<file path="config.mk">
export PLATFORM = sky130hd
export DESIGN_NAME = decoder_8b10b
export DESIGN_NICKNAME = d
export VERILOG_FILES = /design/src/rtl/decoder_8b10b.sv
export SDC_FILE = /design/constraint.sdc
export NUM_CORES = 1
export LEC_CHECK = 0
export ABC_AREA = 1
export BUFFER_PORTS_ARGS = -buffer_cell sky130_fd_sc_hd__buf_2
export CORE_MARGIN = 2
export CORE_UTILIZATION = 47
export DETAILED_ROUTE_END_ITERATION = 10
export PLACE_DENSITY = 0.66
export SLEW_MARGIN = 20
export SYNTH_ARGS = -nofsm -noshare
export SYNTH_HDL_FRONTEND = slang
export SYNTH_SLANG_ARGS = --single-unit
</file>
<file path="constraint.sdc">
create_clock -name clk -period 2.9 [get_ports clk]
set_input_delay 0.435 -clock clk [delete_from_list [all_inputs] [get_ports clk]]
set_output_delay 0.435 -clock clk [all_outputs]
set_load 0.02 [all_outputs]
</file>
<file path="src/rtl/decoder_8b10b.sv">
// Receive-side 8b/10b decoder with running-disparity tracking and comma-based link lock.
// Latency: 1 clk from i_valid to o_valid; RD and lock state advance only on valid symbols.
// Backpressure: none; a new symbol may be accepted on every cycle that i_valid is high.
//
// Ports:
//   clk, rst     rising-edge clock, asynchronous active-high reset
//   i_en_data    10-bit symbol {a,b,c,d,e,i,f,g,h,j}, bit9 = a
//   i_valid      i_en_data is valid this cycle
//   o_data       decoded byte {H,G,F,E,D,C,B,A}; 8'h00 on code error
//   o_kout       symbol is one of the 12 legal K codes
//   o_valid      o_* outputs carry a freshly decoded symbol
//   o_code_err   symbol is not in the code table
//   o_disp_err   symbol is legal but has the wrong disparity for the current RD
//   o_rdisp      running disparity after this symbol (0 = RD-, 1 = RD+)
//   o_locked     lock FSM is in LOCKED
module decoder_8b10b #(
  parameter int ERR_LIMIT = 4,
  parameter int GOOD_RUN  = 16
) (
  input  logic       clk,
  input  logic       rst,
  input  logic [9:0] i_en_data,
  input  logic       i_valid,
  output logic [7:0] o_data,
  output logic       o_kout,
  output logic       o_valid,
  output logic       o_code_err,
  output logic       o_disp_err,
  output logic       o_rdisp,
  output logic       o_locked
);

  localparam int ECW = $clog2(ERR_LIMIT + 1);
  localparam int GCW = $clog2(GOOD_RUN + 1);
  localparam logic [ECW-1:0] ERR_LAST  = ECW'(ERR_LIMIT - 1);
  localparam logic [GCW-1:0] GOOD_LAST = GCW'(GOOD_RUN - 1);

  typedef enum logic {
    HUNT   = 1'b0,
    LOCKED = 1'b1
  } lock_state_t;

  lock_state_t    r_state;
  logic           r_rd;
  logic [ECW-1:0] r_err_cnt;
  logic [GCW-1:0] r_good_cnt;

  logic [5:0] w_6b;
  logic [3:0] w_4b;
  logic       w_v6;
  logic [4:0] w_edcba;
  logic       w_v4;
  logic [2:0] w_hgf;
  logic       w_vk;
  logic [2:0] w_ky;
  logic       w_k28;
  logic       w_kx7;
  logic [3:0] w_ones6;
  logic [3:0] w_ones4;
  logic [3:0] w_ones10;
  logic       w_p6;
  logic       w_n6;
  logic       w_p4;
  logic       w_n4;
  logic       w_rd6;
  logic       w_rd4;
  logic       w_derr6;
  logic       w_derr4;
  logic       w_run5;
  logic       w_code_err;
  logic       w_disp_err;
  logic       w_err;
  logic       w_rd_next;
  logic [7:0] w_data;
  logic       w_kout;
  logic       w_comma;

  function automatic logic [3:0] popcnt(input logic [9:0] v);
    logic [3:0] c;
    c = 4'd0;
    for (int k = 0; k < 10; k++) begin
      c = c + {3'b000, v[k]};
    end
    return c;
  endfunction

  function automatic logic run5(input logic [4:0] v);
    return (v == 5'b11111) || (v == 5'b00000);
  endfunction

  assign w_6b = i_en_data[9:4];
  assign w_4b = i_en_data[3:0];

  // 6b/5b table: both RD forms of every code; 000000/111111 fall to default.
  always_comb begin
    w_v6    = 1'b1;
    w_edcba = 5'd0;
    case (w_6b)
      6'b100111, 6'b011000: w_edcba = 5'd0;
      6'b011101, 6'b100010: w_edcba = 5'd1;
      6'b101101, 6'b010010: w_edcba = 5'd2;
      6'b110001:            w_edcba = 5'd3;
      6'b110101, 6'b001010: w_edcba = 5'd4;
      6'b101001:            w_edcba = 5'd5;
      6'b011001:            w_edcba = 5'd6;
      6'b111000, 6'b000111: w_edcba = 5'd7;
      6'b111001, 6'b000110: w_edcba = 5'd8;
      6'b100101:            w_edcba = 5'd9;
      6'b010101:            w_edcba = 5'd10;
      6'b110100:            w_edcba = 5'd11;
      6'b001101:            w_edcba = 5'd12;
      6'b101100:            w_edcba = 5'd13;
      6'b011100:            w_edcba = 5'd14;
      6'b010111, 6'b101000: w_edcba = 5'd15;
      6'b011011, 6'b100100: w_edcba = 5'd16;
      6'b100011:            w_edcba = 5'd17;
      6'b010011:            w_edcba = 5'd18;
      6'b110010:            w_edcba = 5'd19;
      6'b001011:            w_edcba = 5'd20;
      6'b101010:            w_edcba = 5'd21;
      6'b011010:            w_edcba = 5'd22;
      6'b111010, 6'b000101: w_edcba = 5'd23;
      6'b110011, 6'b001100: w_edcba = 5'd24;
      6'b100110:            w_edcba = 5'd25;
      6'b010110:            w_edcba = 5'd26;
      6'b110110, 6'b001001: w_edcba = 5'd27;
      6'b001110:            w_edcba = 5'd28;
      6'b101110, 6'b010001: w_edcba = 5'd29;
      6'b011110, 6'b100001: w_edcba = 5'd30;
      6'b101011, 6'b010100: w_edcba = 5'd31;
      6'b001111, 6'b110000: w_edcba = 5'd28;
      default:              w_v6    = 1'b0;
    endcase
  end

  // 4b/3b data table; D.x.7 accepts both primary and alternate forms.
  always_comb begin
    w_v4  = 1'b1;
    w_hgf = 3'd0;
    case (w_4b)
      4'b1011, 4'b0100:                   w_hgf = 3'd0;
      4'b1001:                            w_hgf = 3'd1;
      4'b0101:                            w_hgf = 3'd2;
      4'b1100, 4'b0011:                   w_hgf = 3'd3;
      4'b1101, 4'b0010:                   w_hgf = 3'd4;
      4'b1010:                            w_hgf = 3'd5;
      4'b0110:                            w_hgf = 3'd6;
      4'b1110, 4'b0001, 4'b0111, 4'b1000: w_hgf = 3'd7;
      default:                            w_v4  = 1'b0;
    endcase
  end

  // K28 4b sub-blocks are tied to the polarity of the 6b: the neutral codes
  // (.1 .2 .5 .6) are inverted in the 110000 form, so they need their own table.
  always_comb begin
    w_vk = 1'b1;
    w_ky = 3'd0;
    if (!w_6b[5]) begin
      case (w_4b)
        4'b0100: w_ky = 3'd0;
        4'b1001: w_ky = 3'd1;
        4'b0101: w_ky = 3'd2;
        4'b0011: w_ky = 3'd3;
        4'b0010: w_ky = 3'd4;
        4'b1010: w_ky = 3'd5;
        4'b0110: w_ky = 3'd6;
        4'b1000: w_ky = 3'd7;
        default: w_vk = 1'b0;
      endcase
    end else begin
      case (w_4b)
        4'b1011: w_ky = 3'd0;
        4'b0110: w_ky = 3'd1;
        4'b1010: w_ky = 3'd2;
        4'b1100: w_ky = 3'd3;
        4'b1101: w_ky = 3'd4;
        4'b0101: w_ky = 3'd5;
        4'b1001: w_ky = 3'd6;
        4'b0111: w_ky = 3'd7;
        default: w_vk = 1'b0;
      endcase
    end
  end

  assign w_k28 = (w_6b == 6'b001111) || (w_6b == 6'b110000);

  // Kx.7 for x = 23, 27, 29, 30: those 6b codes paired with the alternate-style 4b.
  always_comb begin
    w_kx7 = 1'b0;
    case (w_6b)
      6'b111010, 6'b000101, 6'b110110, 6'b001001,
      6'b101110, 6'b010001, 6'b011110, 6'b100001:
        w_kx7 = (w_4b == 4'b1000) || (w_4b == 4'b0111);
      default: w_kx7 = 1'b0;
    endcase
  end

  assign w_ones6  = popcnt({4'b0000, w_6b});
  assign w_ones4  = popcnt({6'b000000, w_4b});
  assign w_ones10 = popcnt(i_en_data);

  assign w_p6 = (w_ones6 == 4'd4);
  assign w_n6 = (w_ones6 == 4'd2);
  assign w_p4 = (w_ones4 == 4'd3);
  assign w_n4 = (w_ones4 == 4'd1);

  // 6b checked against the incoming RD, 4b against the RD left by the 6b.
  assign w_derr6 = (w_p6 && r_rd) || (w_n6 && !r_rd) ||
                   ((w_6b == 6'b000111) && !r_rd) || ((w_6b == 6'b111000) && r_rd);
  assign w_rd6   = w_p6 ? 1'b1 : (w_n6 ? 1'b0 : r_rd);
  assign w_derr4 = (w_p4 && w_rd6) || (w_n4 && !w_rd6) ||
                   ((w_4b == 4'b0011) && !w_rd6) || ((w_4b == 4'b1100) && w_rd6);
  assign w_rd4   = w_p4 ? 1'b1 : (w_n4 ? 1'b0 : w_rd6);

  // Any run of five equal bits straddling the i/f boundary.
  assign w_run5 = run5(i_en_data[7:3]) || run5(i_en_data[6:2]) ||
                  run5(i_en_data[5:1]) || run5(i_en_data[4:0]);

  assign w_code_err = !w_v6 || (w_k28 ? !w_vk : !w_v4) || (w_run5 && !(w_k28 && w_vk));
  assign w_disp_err = !w_code_err && (w_derr6 || w_derr4);
  assign w_err      = w_code_err || w_disp_err;

  // An undecodable but unbalanced symbol still says something about line polarity.
  assign w_rd_next = w_code_err ? ((w_ones10 != 4'd5) ? !r_rd : r_rd) : w_rd4;

  assign w_data  = w_code_err ? 8'h00 : (w_k28 ? {w_ky, 5'd28} : {w_hgf, w_edcba});
  assign w_kout  = !w_code_err && (w_k28 || w_kx7);
  assign w_comma = !w_err && w_k28 &&
                   ((w_ky == 3'd1) || (w_ky == 3'd5) || (w_ky == 3'd7));

  assign o_rdisp = r_rd;

  always_ff @(posedge clk or posedge rst) begin
    if (rst) begin
      o_data     <= 8'h00;
      o_kout     <= 1'b0;
      o_valid    <= 1'b0;
      o_code_err <= 1'b0;
      o_disp_err <= 1'b0;
      o_locked   <= 1'b0;
      r_rd       <= 1'b0;
      r_state    <= HUNT;
      r_err_cnt  <= '0;
      r_good_cnt <= '0;
    end else begin
      o_valid <= i_valid;
      if (i_valid) begin
        o_data     <= w_data;
        o_kout     <= w_kout;
        o_code_err <= w_code_err;
        o_disp_err <= w_disp_err;
        r_rd       <= w_rd_next;
        case (r_state)
          HUNT: begin
            if (w_comma) begin
              r_state    <= LOCKED;
              o_locked   <= 1'b1;
              r_err_cnt  <= '0;
              r_good_cnt <= '0;
            end
          end
          LOCKED: begin
            if (w_err) begin
              r_good_cnt <= '0;
              if (r_err_cnt != ECW'(ERR_LIMIT)) begin
                r_err_cnt <= r_err_cnt + ECW'(1);
              end
              // This error brings the count to ERR_LIMIT: drop lock on this edge.
              if (r_err_cnt >= ERR_LAST) begin
                r_state  <= HUNT;
                o_locked <= 1'b0;
              end
            end else if (r_good_cnt >= GOOD_LAST) begin
              r_good_cnt <= '0;
              r_err_cnt  <= '0;
            end else begin
              r_good_cnt <= r_good_cnt + GCW'(1);
            end
          end
          default: begin
            r_state  <= HUNT;
            o_locked <= 1'b0;
          end
        endcase
      end
    end
  end

endmodule
</file>
Word-level counts from Yosys, hierarchy flattened
Cells that the tools add are included. Widths: inputs -> output; s select.

Output and inout bits: 14. Input port bits: 13. Memories: 0. Word-level logic and storage cells: 221. Memory bits (writable): 0. Bits in read-only memories: 0. Flip-flop bits (word level): 23. Bits in latches: 0.

Equality and inequality tests: 81. Multiplexer cells: 37. $lt $le $gt $ge: 2. Add/sub/neg operators: 16. Reduce and logical (&&, ||, !) cells: 74. Divide/modulo/power cells: 0. Multiply operators: 0. Shift-type cells: 0. Bitwise operators: 1.

Operators with widths (count): $pmux 5 s31 (1); $eq 6x6->1 const B (24); $eq 6x5->1 const B (14); $pmux 3 s7 (3); $reduce_or 48->1 (1); $eq 6x4->1 const B (7); $add 4x1->4 (8); $reduce_or 2->1 (15); $eq 4x4->1 const B (7); $reduce_or 8->1 (3); $logic_or 1x1->1 (22); $eq 4x3->1 const B (5); $eq 5x5->1 const B (4); $logic_not 5->1 (4); $mux 1 (19); $eq 6x3->1 const B (3); $eq 4x2->1 const B (4); $mux 8 (2); $mux 3 (5); $mux 5 (3); $logic_and 1x1->1 (14); $reduce_or 14->1 (1); $pmux 5 s2 (1); $add 3x1->4 (2); 23 further kinds (39).

Depth between registers and ports, before layout
Gate-level depths: netlist of run 1.

Depth in word-level cells: 21. Mapped depth: 19. Mapped depth without buffers: 19.

Worst setup path before layout of run 1
Ideal clock, no wire load.

Path type: input to register. Start point: input i_en_data[4]. End point: register r_err_cnt[0]. Data required time: 2.783 ns. Arrival: 3.457 ns. Path buffers: 0. Cell stages on the path: 19. Library setup time: 0.117 ns. Setup slack: -0.674 ns. Cell sequence: fa_1 inv_1 fa_1 inv_1 ha_1 fa_1 inv_1 nor3_1 o21ai_0 nand2_1 o21ai_0 nor2_2 nand3_1 nand2_2 nor2_1 nor2_2 nand2_1 nand2_1 nand2_1.

Word-level cells in the longest chain between the ends: 21. Elaborated cells on any way between the ends: 110. Those cells by class: 5 x add/sub; 57 x eq/ne; 6 x mux; 42 x reduce/logical.

Ends and longest elaborated chain: from (decl) (line 22) `input logic [9:0] i_en_data,`; $add 1x1->2 (line 82) `c = c + {3'b000, v[k]};`; $add 2x1->3 (line 82); $add 3x1->4 (line 82); $add 4x1->4 (2 in a row) (line 82); $eq 4x2->1 (line 203) `assign w_n6 = (w_ones6 == 4'd2);`; $mux 1 (2 in a row) (line 210) `assign w_rd6 = w_p6 ? 1'b1 : (w_n6 ? 1'b0 : r_rd);`; $logic_not 1->1 (line 211, 212); $logic_and 1x1->1 (line 211) `assign w_derr4 = (w_p4 && w_rd6) || (w_n4 && !w_rd6) ||`; $logic_or 1x1->1 (2 in a row) (line 211); $logic_or 1x1->1 (line 212) `((w_4b == 4'b0011) && !w_rd6) || ((w_4b == 4'b1100) && w_rd6);`; $logic_or 1x1->1 (line 220) `assign w_disp_err = !w_code_err && (w_derr6 || w_derr4);`; $logic_and 1x1->1 (line 220); $logic_or 1x1->1 (line 221) `assign w_err = w_code_err || w_disp_err;`; $logic_not 1->1 (line 228) `assign w_comma = !w_err && w_k28 &&`; $logic_and 1x1->1 (2 in a row) (line 228); $ne 2x2->1 (no source line); $reduce_and 4->1 (no source line); to (signal assigned) (line 266) `r_err_cnt <= r_err_cnt + ECW'(1);`; to (decl) (line 45) `logic [ECW-1:0] r_err_cnt;`.

Several ways; a longest one is shown, not always the timed one. A chain may end at the register's enable or synchronous reset.

Worst setup path in the final report of run 1
Start point: input i_en_data[4]. End point: register r_good_cnt[1].

Word-level cells in the longest chain between the ends: 21. Elaborated cells on any way between the ends: 108. Those cells by class: 5 x add/sub; 55 x eq/ne; 6 x mux; 42 x reduce/logical.

Ends and longest elaborated chain: $add 1x1->2 (line 82); $add 2x1->3 (line 82); $add 3x1->4 (line 82); $add 4x1->4 (2 in a row) (line 82); $eq 4x2->1 (line 203); $mux 1 (2 in a row) (line 210); $logic_not 1->1 (line 211, 212); $logic_and 1x1->1 (line 211); $logic_or 1x1->1 (2 in a row) (line 211); $logic_or 1x1->1 (line 212); $logic_or 1x1->1 (line 220); $logic_and 1x1->1 (line 220); $logic_or 1x1->1 (line 221); $logic_not 1->1 (line 228); $logic_and 1x1->1 (2 in a row) (line 228); $ne 2x2->1 (no source line); $reduce_and 2->1 (no source line); to (signal assigned) (line 277) `r_good_cnt <= r_good_cnt + GCW'(1);`; to (decl) (line 46) `logic [GCW-1:0] r_good_cnt;`.

Several ways; a longest one is shown, not always the timed one.

==> flow_metrics.env, run 1 <==
export IMPL_postSynthCellCount=439
export IMPL_max_stage_delay_ps=560
export IMPL_pwr_share_seq_pct=29.2
export IMPL_die_w_um=80.0
export IMPL_post_route_min_period_ps=3400
export IMPL_cp_cell_sequence="buf_6 > fa_1 > inv_1 > fa_1 > inv_1 > ha_2 > fa_1 > inv_2 > nor3_4 > o21ai_2 > nand2_1 > o21ai_1 > nor2_2 > buf_6 > nand4_1 > nor2_4 > buf_4 > nand3_1 > nand2_1"
export IMPL_drive_gt1_share_pct=20.9
export IMPL_crit_path_max_fanout=3
export IMPL_setup_viol=12
export IMPL_num_rows=27
export IMPL_path_common_cell="fa_1"
export IMPL_final_cell_mix="130 x nand2_1, 56 x nand3_1, 55 x nor2_1"
export IMPL_ys_types=35
export IMPL_core_area_um2=5540
export IMPL_pwr_share_clk_pct=14.5
export IMPL_status="finished, violations left"
export IMPL_h_tree_depth=1
export IMPL_ys_warn_count=0
export IMPL_critPathArrivalTime_ps=3620
export IMPL_portBuffers=26
export IMPL_area_growth_pct=22.9
export IMPL_startpoint_type="input pin"
export IMPL_tns_ps=-5070
export IMPL_synth_area_top_cells="dfrtp_1 21%, nand2_1 18%, nand3_1 11%"
export IMPL_vdd_ir_drop_max_v=0.000251
export IMPL_drtIter0Drc=316
export IMPL_clock_sinks=23
export IMPL_syn_area_um2=2710
export IMPL_grt_max_degree=24
export IMPL_die_area_um2=6400
export IMPL_synthArstFlopShare_pct=100
export IMPL_grt_overflow=0
export IMPL_hpwl_um=5810
export IMPL_n_antenna_cell=0
export IMPL_holdWs_ps=330
export IMPL_final_common_cell="nand2_1"
export IMPL_numCtsBuffers=3
export IMPL_place_gp_congestion=1.02
export IMPL_yosysTopAreaCell="dfrtp_1"
export IMPL_cap_violations=0
export IMPL_synth_edf_count=0
export IMPL_worst_setup_path_type="input pin to register"
export IMPL_track_usage_pct=24.3
export IMPL_clk_latency_ps=270
export IMPL_rsz0062_at_grt="yes"
export IMPL_final_util_pct=60.2
export IMPL_synth_top_cell_area_share_pct=21.2
export IMPL_grt_pass1_wl_um=12500
export IMPL_start_util_pct=49.0
export IMPL_cts_path_max_buffers=2
export IMPL_fin_ws_ps=-502
export IMPL_fp_dieH_um=80.0
export IMPL_drc=0
export IMPL_wl_per_cell_um=12.7
export IMPL_grt_antenna_before_repair=0
export IMPL_num_vias=2996
export IMPL_comb_power_share_pct=56.3
export IMPL_worstMarginPinSlew_ps=865
export IMPL_fin_skew_ps=1.50
export IMPL_antenna_left=0
export IMPL_firstDrtPassIters=5
export IMPL_power_leakage_nw=1.91
export IMPL_cts_tree="built"
export IMPL_slowest_stage="fa_1"
export IMPL_clk_pin_slew_ps=90
export IMPL_synth_seq_cells=23
export IMPL_pre_cts_ws_ps=-919
export IMPL_syn_area_per_cell_um2=6.18
export IMPL_swShare_pct=43.1
export IMPL_holdBufCountCts=0
export IMPL_root_buffer="clkbuf_8"
export IMPL_routed_via_density=5.27
export IMPL_grt_pass1_vias=2771
export IMPL_hp_class="input pin to asynchronous set/reset pin"
export IMPL_slew_limit_headroom_pct=42.3
export IMPL_failed_checks="setup timing"
export IMPL_ys_flop_type="dfrtp_1"
export IMPL_slew_viol_final=0
export IMPL_hold_viol_final=0
export IMPL_power_switching_w=0.000619
export IMPL_post_route_period_util_pct=117
export IMPL_ys_seq_area_share_pct=21.2
export IMPL_powerDensity_nw_per_um2=431
export IMPL_io_pins=27
export IMPL_routed_wl_um=7250
export IMPL_cp_required_ps=3120
export IMPL_final_net_count=538
export IMPL_end_kind="register"
export IMPL_p_int_w=0.000818
export IMPL_fmax_ghz=0.294
export IMPL_syn_nets=479
export IMPL_power_total_w=0.00144
export IMPL_final_fill_count=558
-- cell usage after synthesis (3+ instances only) --
cell type  instances
nand2_1          132
nand3_1           58
dfrtp_1           23
ha_1              19
nor3_1             9
o211ai_1           3
a21oi_1            4
fa_1               8
o21ai_0           19
nand4_1            8
nor2_2             7
inv_1             54
nand2_2            3
nor2_1            57
buf_2              6
-- path summary, 6_finish.rpt --
check | start | slack (ps) | to | depth (start not counted)
max reg2reg | r_good_cnt[0] | 1060 | r_good_cnt[1] | 10
min | rst | 330 | o_data[4] | 2
min reg2reg | o_data[2] | 480 | o_data[2] | 2
max in group asynchronous | rst | 2040 | r_good_cnt[4] | 2
max | i_en_data[4] | -500 | r_good_cnt[1] | 19
min in group clk | i_valid | 370 | o_valid | 1
-- metrics by stage --
step | std cells | cell area, um2
floorplan | 439 | 2730
global placement | 556 | 3120
finish | 569 | 3330
global route | 569 | 3330
detailed placement | 556 | 3120
CTS | 568 | 3290
-- cell type report --
| type | instances | area (um2) | area share [%] |
|---|---|---|---|
| multi-input combinational | 350 | 1970 | 59.0 |
| sequential | 23 | 576 | 17.3 |
| timing repair buffer | 64 | 443 | 13.3 |
| inverter | 56 | 210 | 6.31 |
| tap | 72 | 90.1 | 2.70 |
| clock buffer | 3 | 41.3 | 1.24 |
| clock inverter | 1 | 5.00 | 0.150 |
-- layer usage --
layer  routed length [um]  up-vias  GRT usage [%]  part of all wire, %
li1                     -     1528              -                    -
met2                 3330       82           40.4                   46
met5                    0        -              0                    0
met1                 3470     1369           34.6                   48
met3                  351       17           2.71                  4.8
met4                  106        0           3.39                  1.5
-- power by group through the flow --
stage	sequential (W)	clock, W	combinational, W
6_report	0.000420	0.000208	0.000810
5_1_grt	0.000428	0.000225	0.000907
4_1_cts	0.000416	0.000211	0.000772
3_5_place_dp	0.000423	0	0.000669
3_3_place_gp	0.000423	0	0.000661
2_1_floorplan	0.000438	0	0.000444
-- state kept, by name, summed over array words and instances, names as in the netlist --
name,flops
o_code_err,1
o_data,8
o_disp_err,1
o_kout,1
o_locked,1
o_rdisp,1
o_valid,1
r_err_cnt,3
r_good_cnt,5
r_state,1
-- cells by family after synthesis --
group           Yosys count  synth area share (%)
buf+inv                  66                  9.69
simple gates            283                  45.5
xor+xnor                  1                 0.323
fa+ha+maj                27                  14.7
compound gates           39                  8.63
flops                    23                  21.2
-- repair_timing --
item | CTS | global route
endpoints found under the setup margin | 12 | 12
resized for setup | 15 | 11
buffers inserted | 7 | 2
pin swaps | 9 | 8
gates cloned | 1 | 0
-- worst max-delay path: cells and delay by family --
kind | cells | cell delay, ps
AOI/OAI and AO/OA | 2 | 160
and+or+nand+nor | 7 | 790
adders and majority gates | 4 | 1710
buffers and inverters | 6 | 530
Power figures use the tool's default switching activity.
==> inputs of run 2 (changes only) <==
Settings changed: BUFFER_PORTS_ARGS -buffer_cell sky130_fd_sc_hd__buf_2 to unset, CELL_PAD_IN_SITES_DETAIL_PLACEMENT set to 1, CELL_PAD_IN_SITES_GLOBAL_PLACEMENT set to 1, DONT_BUFFER_PORTS set to 1, PLACE_DENSITY 0.66 to unset, PLACE_DENSITY_LB_ADDON set to 0.1.
==> flow_metrics.env, run 2 (synthesized netlist as in run 1, its figures left out) <==
export IMPL_hpwl_um=6770
export IMPL_hold_viol_final=0
export IMPL_worstMarginPinSlew_ps=946
export IMPL_hold_depth=0
export IMPL_end_kind="register"
export IMPL_routed_via_density=5.75
export IMPL_path_buf_inv=4
export IMPL_worst_setup_path_type="input pin to register"
export IMPL_grt_max_degree=24
export IMPL_failed_checks="setup timing"
export IMPL_rsz0062_at_grt="yes"
export IMPL_power_leakage_nw=1.70
export IMPL_firstDrtPassIters=4
export IMPL_place_gp_congestion=0.893
export IMPL_track_usage_pct=29.3
export IMPL_h_tree_depth=1
export IMPL_fp_dieH_um=80.0
export IMPL_post_route_period_util_pct=120
export IMPL_die_w_um=80.0
export IMPL_fin_ws_ps=-594
export IMPL_portBuffers=0
export IMPL_post_route_min_period_ps=3490
export IMPL_max_stage_delay_ps=560
export IMPL_clk_pin_slew_ps=90
export IMPL_largest_reg_flops=8
export IMPL_final_common_cell="nand2_1"
export IMPL_wl_per_cell_um=18.0
export IMPL_grt_pass1_vias=3230
export IMPL_status="finished, violations left"
export IMPL_routed_wl_um=9460
export IMPL_numCtsBuffers=3
export IMPL_antenna_left=0
export IMPL_clock_sinks=23
export IMPL_cp_cell_sequence="fa_1 > inv_2 > fa_1 > inv_1 > ha_2 > fa_1 > inv_2 > nor3_4 > o21ai_2 > nand2_1 > o21ai_1 > nor2_2 > buf_6 > nand4_1 > nor2_2 > nor2_2 > nand2_2 > nand2_1 > nand2_1"
export IMPL_final_area_um2=3090
export IMPL_fin_skew_ps=2.12
export IMPL_cp_num_cells=19
export IMPL_cap_violations=0
export IMPL_critPathArrivalTime_ps=3710
export IMPL_grt_antenna_before_repair=0
export IMPL_area_growth_pct=13.8
export IMPL_hp_class="input pin to register"
export IMPL_slowest_stage="fa_1"
export IMPL_slew_viol_final=0
export IMPL_cts_path_max_buffers=2
export IMPL_final_cell_mix="129 x nand2_1, 55 x nor2_1, 54 x nand3_1"
export IMPL_vdd_ir_drop_max_v=0.000301
export IMPL_fmax_ghz=0.286
export IMPL_drive_gt1_share_pct=14.8
export IMPL_tns_ps=-5690
export IMPL_holdBufCountCts=0
export IMPL_cts_tree="built"
export IMPL_power_total_w=0.00150
export IMPL_cp_required_ps=3120
export IMPL_drtIter0Drc=218
export IMPL_die_area_um2=6400
export IMPL_grt_overflow=0
export IMPL_rr_worst_depth=11
export IMPL_largestRegisters="o_data: 8 flops, r_good_cnt: 5 flops, r_err_cnt: 3 flops"
export IMPL_core_area_um2=5540
export IMPL_start_util_pct=49.0
export IMPL_final_net_count=495
export IMPL_grt_pass1_wl_um=14900
export IMPL_powerDensity_nw_per_um2=487
export IMPL_slew_limit_headroom_pct=36.9
export IMPL_dpl_cell_area_um2=2870
export IMPL_startpoint_type="input pin"
export IMPL_final_util_pct=55.7
export IMPL_crit_path_max_fanout=7
export IMPL_n_antenna_cell=0
export IMPL_num_rows=27
export IMPL_root_buffer="clkbuf_8"
export IMPL_drc=0
export IMPL_io_pins=27
export IMPL_setup_viol=12
export IMPL_crit_family="adder cells"
export IMPL_final_fill_count=766
export IMPL_clk_latency_ps=270
export IMPL_largest_register="o_data"
export IMPL_num_vias=3023
run 2: cell count changes in the layout (fill, tap and decap cells not counted), sizes merged:
cell and delta:
buf -43
run 2: timing repair:
item | CTS | global route
setup buffers | 3 | 4
setup endpoints to repair | 12 | 12
pin swaps | 8 | 10
gates cloned | 1 | 0
gates resized for setup | 15 | 14
run 2: cell type report:
type | count | area (um2) | share of cell area (%)
clock buffer | 3 | 41.3 | 1.34
sequential | 23 | 576 | 18.6
timing repair buffer | 21 | 176 | 5.71
multi-input combinational | 350 | 1990 | 64.4
inverter | 56 | 210 | 6.81
clock inverter | 1 | 5.00 | 0.162
tap | 72 | 90.1 | 2.92
run 2: worst paths after layout:
path | startpoint | end | slack [ps]
worst max-delay path | i_en_data[4] | r_err_cnt[0] | -590
worst min-delay path | i_valid | o_valid | 180
worst max register to register | o_rdisp | r_err_cnt[0] | 840
worst min register to register | r_err_cnt[1] | r_err_cnt[1] | 550
max in group asynchronous | rst | o_locked | 2070
min in group asynchronous | rst | r_err_cnt[1] | 250
run 2: layer usage:
metal | GRT usage, % | vias up | wire [um] | part of all wire [%]
met4 | 6.95 | 0 | 182 | 1.9
li1 | - | 1439 | - | -
met2 | 54.5 | 63 | 4900 | 52
met3 | 3.96 | 18 | 284 | 3.0
met1 | 35.4 | 1503 | 4090 | 43
met5 | 0 | - | 0 | 0
run 2: worst reg2reg max path: stages (launching register included):
cell	delay, ps
dfrtp_1	600
inv_1	110
o21ai_2	200
o21ai_1	100
nor2_2	150
buf_6	150
nand4_1	170
nor2_2	250
nor2_2	90
nand2_2	80
nand2_1	50
nand2_1	70
run 2: metrics by stage:
| step | hold WS (ps) | setup slack, ps | instances |
|---|---|---|---|
| after floorplan | 437 | -561 | 439 |
| after global placement | 467 | -633 | 515 |
| after detailed placement | 467 | -758 | 515 |
| after CTS | 182 | -460 | 523 |
| after global routing | 170 | -763 | 526 |
| final | 181 | -594 | 526 |
run 2: where the power goes:
part | internal, W | switching, W
sequential | 0.000366 | 0.0000913
combinational | 0.000353 | 0.000479
clock | 0.0000964 | 0.000117
total | 0.000815 | 0.000687
==> inputs of run 3 (changes only) <==
Settings changed: SKIP_CTS_REPAIR_TIMING set to 1.
==> flow_metrics.env, run 3 (synthesized netlist as in run 1, its figures left out) <==
export IMPL_post_route_min_period_ps=3560
export IMPL_crit_path_max_fanout=7
export IMPL_fp_dieH_um=80.0
export IMPL_failed_checks="setup timing"
export IMPL_slowest_stage="fa_1"
export IMPL_clk_pin_slew_ps=90
export IMPL_grt_pass1_wl_um=14300
export IMPL_drtIter0Drc=225
export IMPL_drive_gt1_share_pct=14.3
export IMPL_post_route_period_util_pct=123
export IMPL_start_util_pct=49.0
export IMPL_firstDrtPassIters=4
export IMPL_end_kind="register"
export IMPL_n_antenna_cell=0
export IMPL_routed_via_density=5.75
export IMPL_slew_viol_final=0
export IMPL_hpwl_um=6770
export IMPL_largest_register="o_data"
export IMPL_largest_reg_flops=8
export IMPL_hp_class="input pin to register"
export IMPL_dp_cells=515
export IMPL_fin_skew_ps=5.92
export IMPL_cts_path_max_buffers=2
export IMPL_grt_antenna_before_repair=0
export IMPL_max_stage_delay_ps=560
export IMPL_grt_pass1_vias=3144
export IMPL_power_leakage_nw=1.70
export IMPL_worstMarginPinSlew_ps=904
export IMPL_cp_required_ps=3070
export IMPL_vdd_ir_drop_max_v=0.000227
export IMPL_path_buf_inv=4
export IMPL_core_area_um2=5540
export IMPL_routed_wl_um=9300
export IMPL_cap_violations=0
export IMPL_final_cells=525
export IMPL_final_cell_mix="129 x nand2_1, 54 x nand3_1, 54 x nor2_1"
export IMPL_grt_overflow=0
export IMPL_track_usage_pct=28.0
export IMPL_numCtsBuffers=3
export IMPL_crit_family="adder cells"
export IMPL_die_area_um2=6400
export IMPL_final_util_pct=55.6
export IMPL_io_pins=27
export IMPL_h_tree_depth=1
export IMPL_slew_limit_headroom_pct=39.6
export IMPL_drc=0
export IMPL_largestRegisters="o_data: 8 flops, r_good_cnt: 5 flops, r_err_cnt: 3 flops"
export IMPL_num_vias=3017
export IMPL_hold_viol_final=0
export IMPL_fin_ws_ps=-657
export IMPL_cp_cell_sequence="fa_1 > inv_2 > fa_1 > inv_1 > ha_2 > fa_1 > inv_1 > nor3_2 > o21ai_2 > nand2_1 > o21ai_2 > nor2_4 > buf_6 > nand3_4 > nand2_2 > nor2_2 > nor2_2 > nand2_2 > nand2_1 > nand2_1"
export IMPL_num_rows=27
export IMPL_place_gp_congestion=0.893
export IMPL_worst_setup_path_type="input pin to register"
export IMPL_clk_latency_ps=280
export IMPL_antenna_left=0
export IMPL_final_net_count=494
export IMPL_root_buffer="clkbuf_8"
export IMPL_area_growth_pct=13.6
export IMPL_setup_viol=12
export IMPL_powerDensity_nw_per_um2=487
export IMPL_portBuffers=0
export IMPL_die_w_um=80.0
export IMPL_wl_per_cell_um=17.7
export IMPL_cts_tree="built"
export IMPL_critPathArrivalTime_ps=3730
export IMPL_grt_max_degree=24
export IMPL_clock_sinks=23
export IMPL_status="finished, violations left"
export IMPL_final_common_cell="nand2_1"
export IMPL_startpoint_type="input pin"
export IMPL_fmax_ghz=0.281
export IMPL_rsz0062_at_grt="yes"
export IMPL_rrSetupSlack_ps=760
[run 3: cell count changes in the layout (fill, tap and decap cells not counted)]
cell	previous run	this run
nor2_1	55	54
inv_1	50	52
o21ai_1	3	2
a31oi_4	1	0
buf_6	5	6
o21ai_2	4	5
inv_2	6	4
nor2_4	2	3
a31oi_1	0	1
buf_4	16	14
[run 3: metal layers]
layer	up-vias	global-route usage [%]	wire length [um]
met5	-	0	0
met4	0	6.78	118
met3	15	4.07	291
met2	69	50.6	4690
met1	1492	34.8	4200
li1	1441	-	-
[run 3: layout make-up]
cell class | instances | area (um2)
Fill cell | 764 | 2460
Clock buffer | 3 | 41.3
Inverter | 56 | 210
Sequential cell | 23 | 576
Tap cell | 72 | 90.1
Timing Repair Buffer | 20 | 173
Multi-Input combinational cell | 350 | 1990
Clock inverter | 1 | 5.00
[run 3: stage by stage]
stage	TNS [ps]	power (W)	hold slack, ps	worst slack [ps]	area (um2)
2_1_floorplan	-5390	0.000881	437	-561	2730
6_report	-6270	0.00150	178	-657	3080
4_1_cts	-4730	0.00129	182	-504	2920
5_1_grt	-8150	0.00160	167	-861	3080
3_5_place_dp	-7740	0.00108	467	-758	2870
3_3_place_gp	-6600	0.00104	467	-633	2870
[run 3: where the power goes]
part | internal, W | switching [W]
logic | 0.000355 | 0.000473
registers | 0.000366 | 0.0000949
clock network | 0.0000964 | 0.000114
total | 0.000817 | 0.000682
[run 3: final timing paths]
kind / depth (start not counted) / end / start
min in group asynchronous: 1 / o_data[2] / rst
max in group asynchronous: 1 / o_rdisp / rst
worst max register to register: 12 / r_err_cnt[0] / o_rdisp
worst max-delay path: 20 / r_err_cnt[0] / i_en_data[4]
worst min register to register: 2 / r_err_cnt[1] / r_err_cnt[1]
worst min-delay path: 0 / o_valid / i_valid
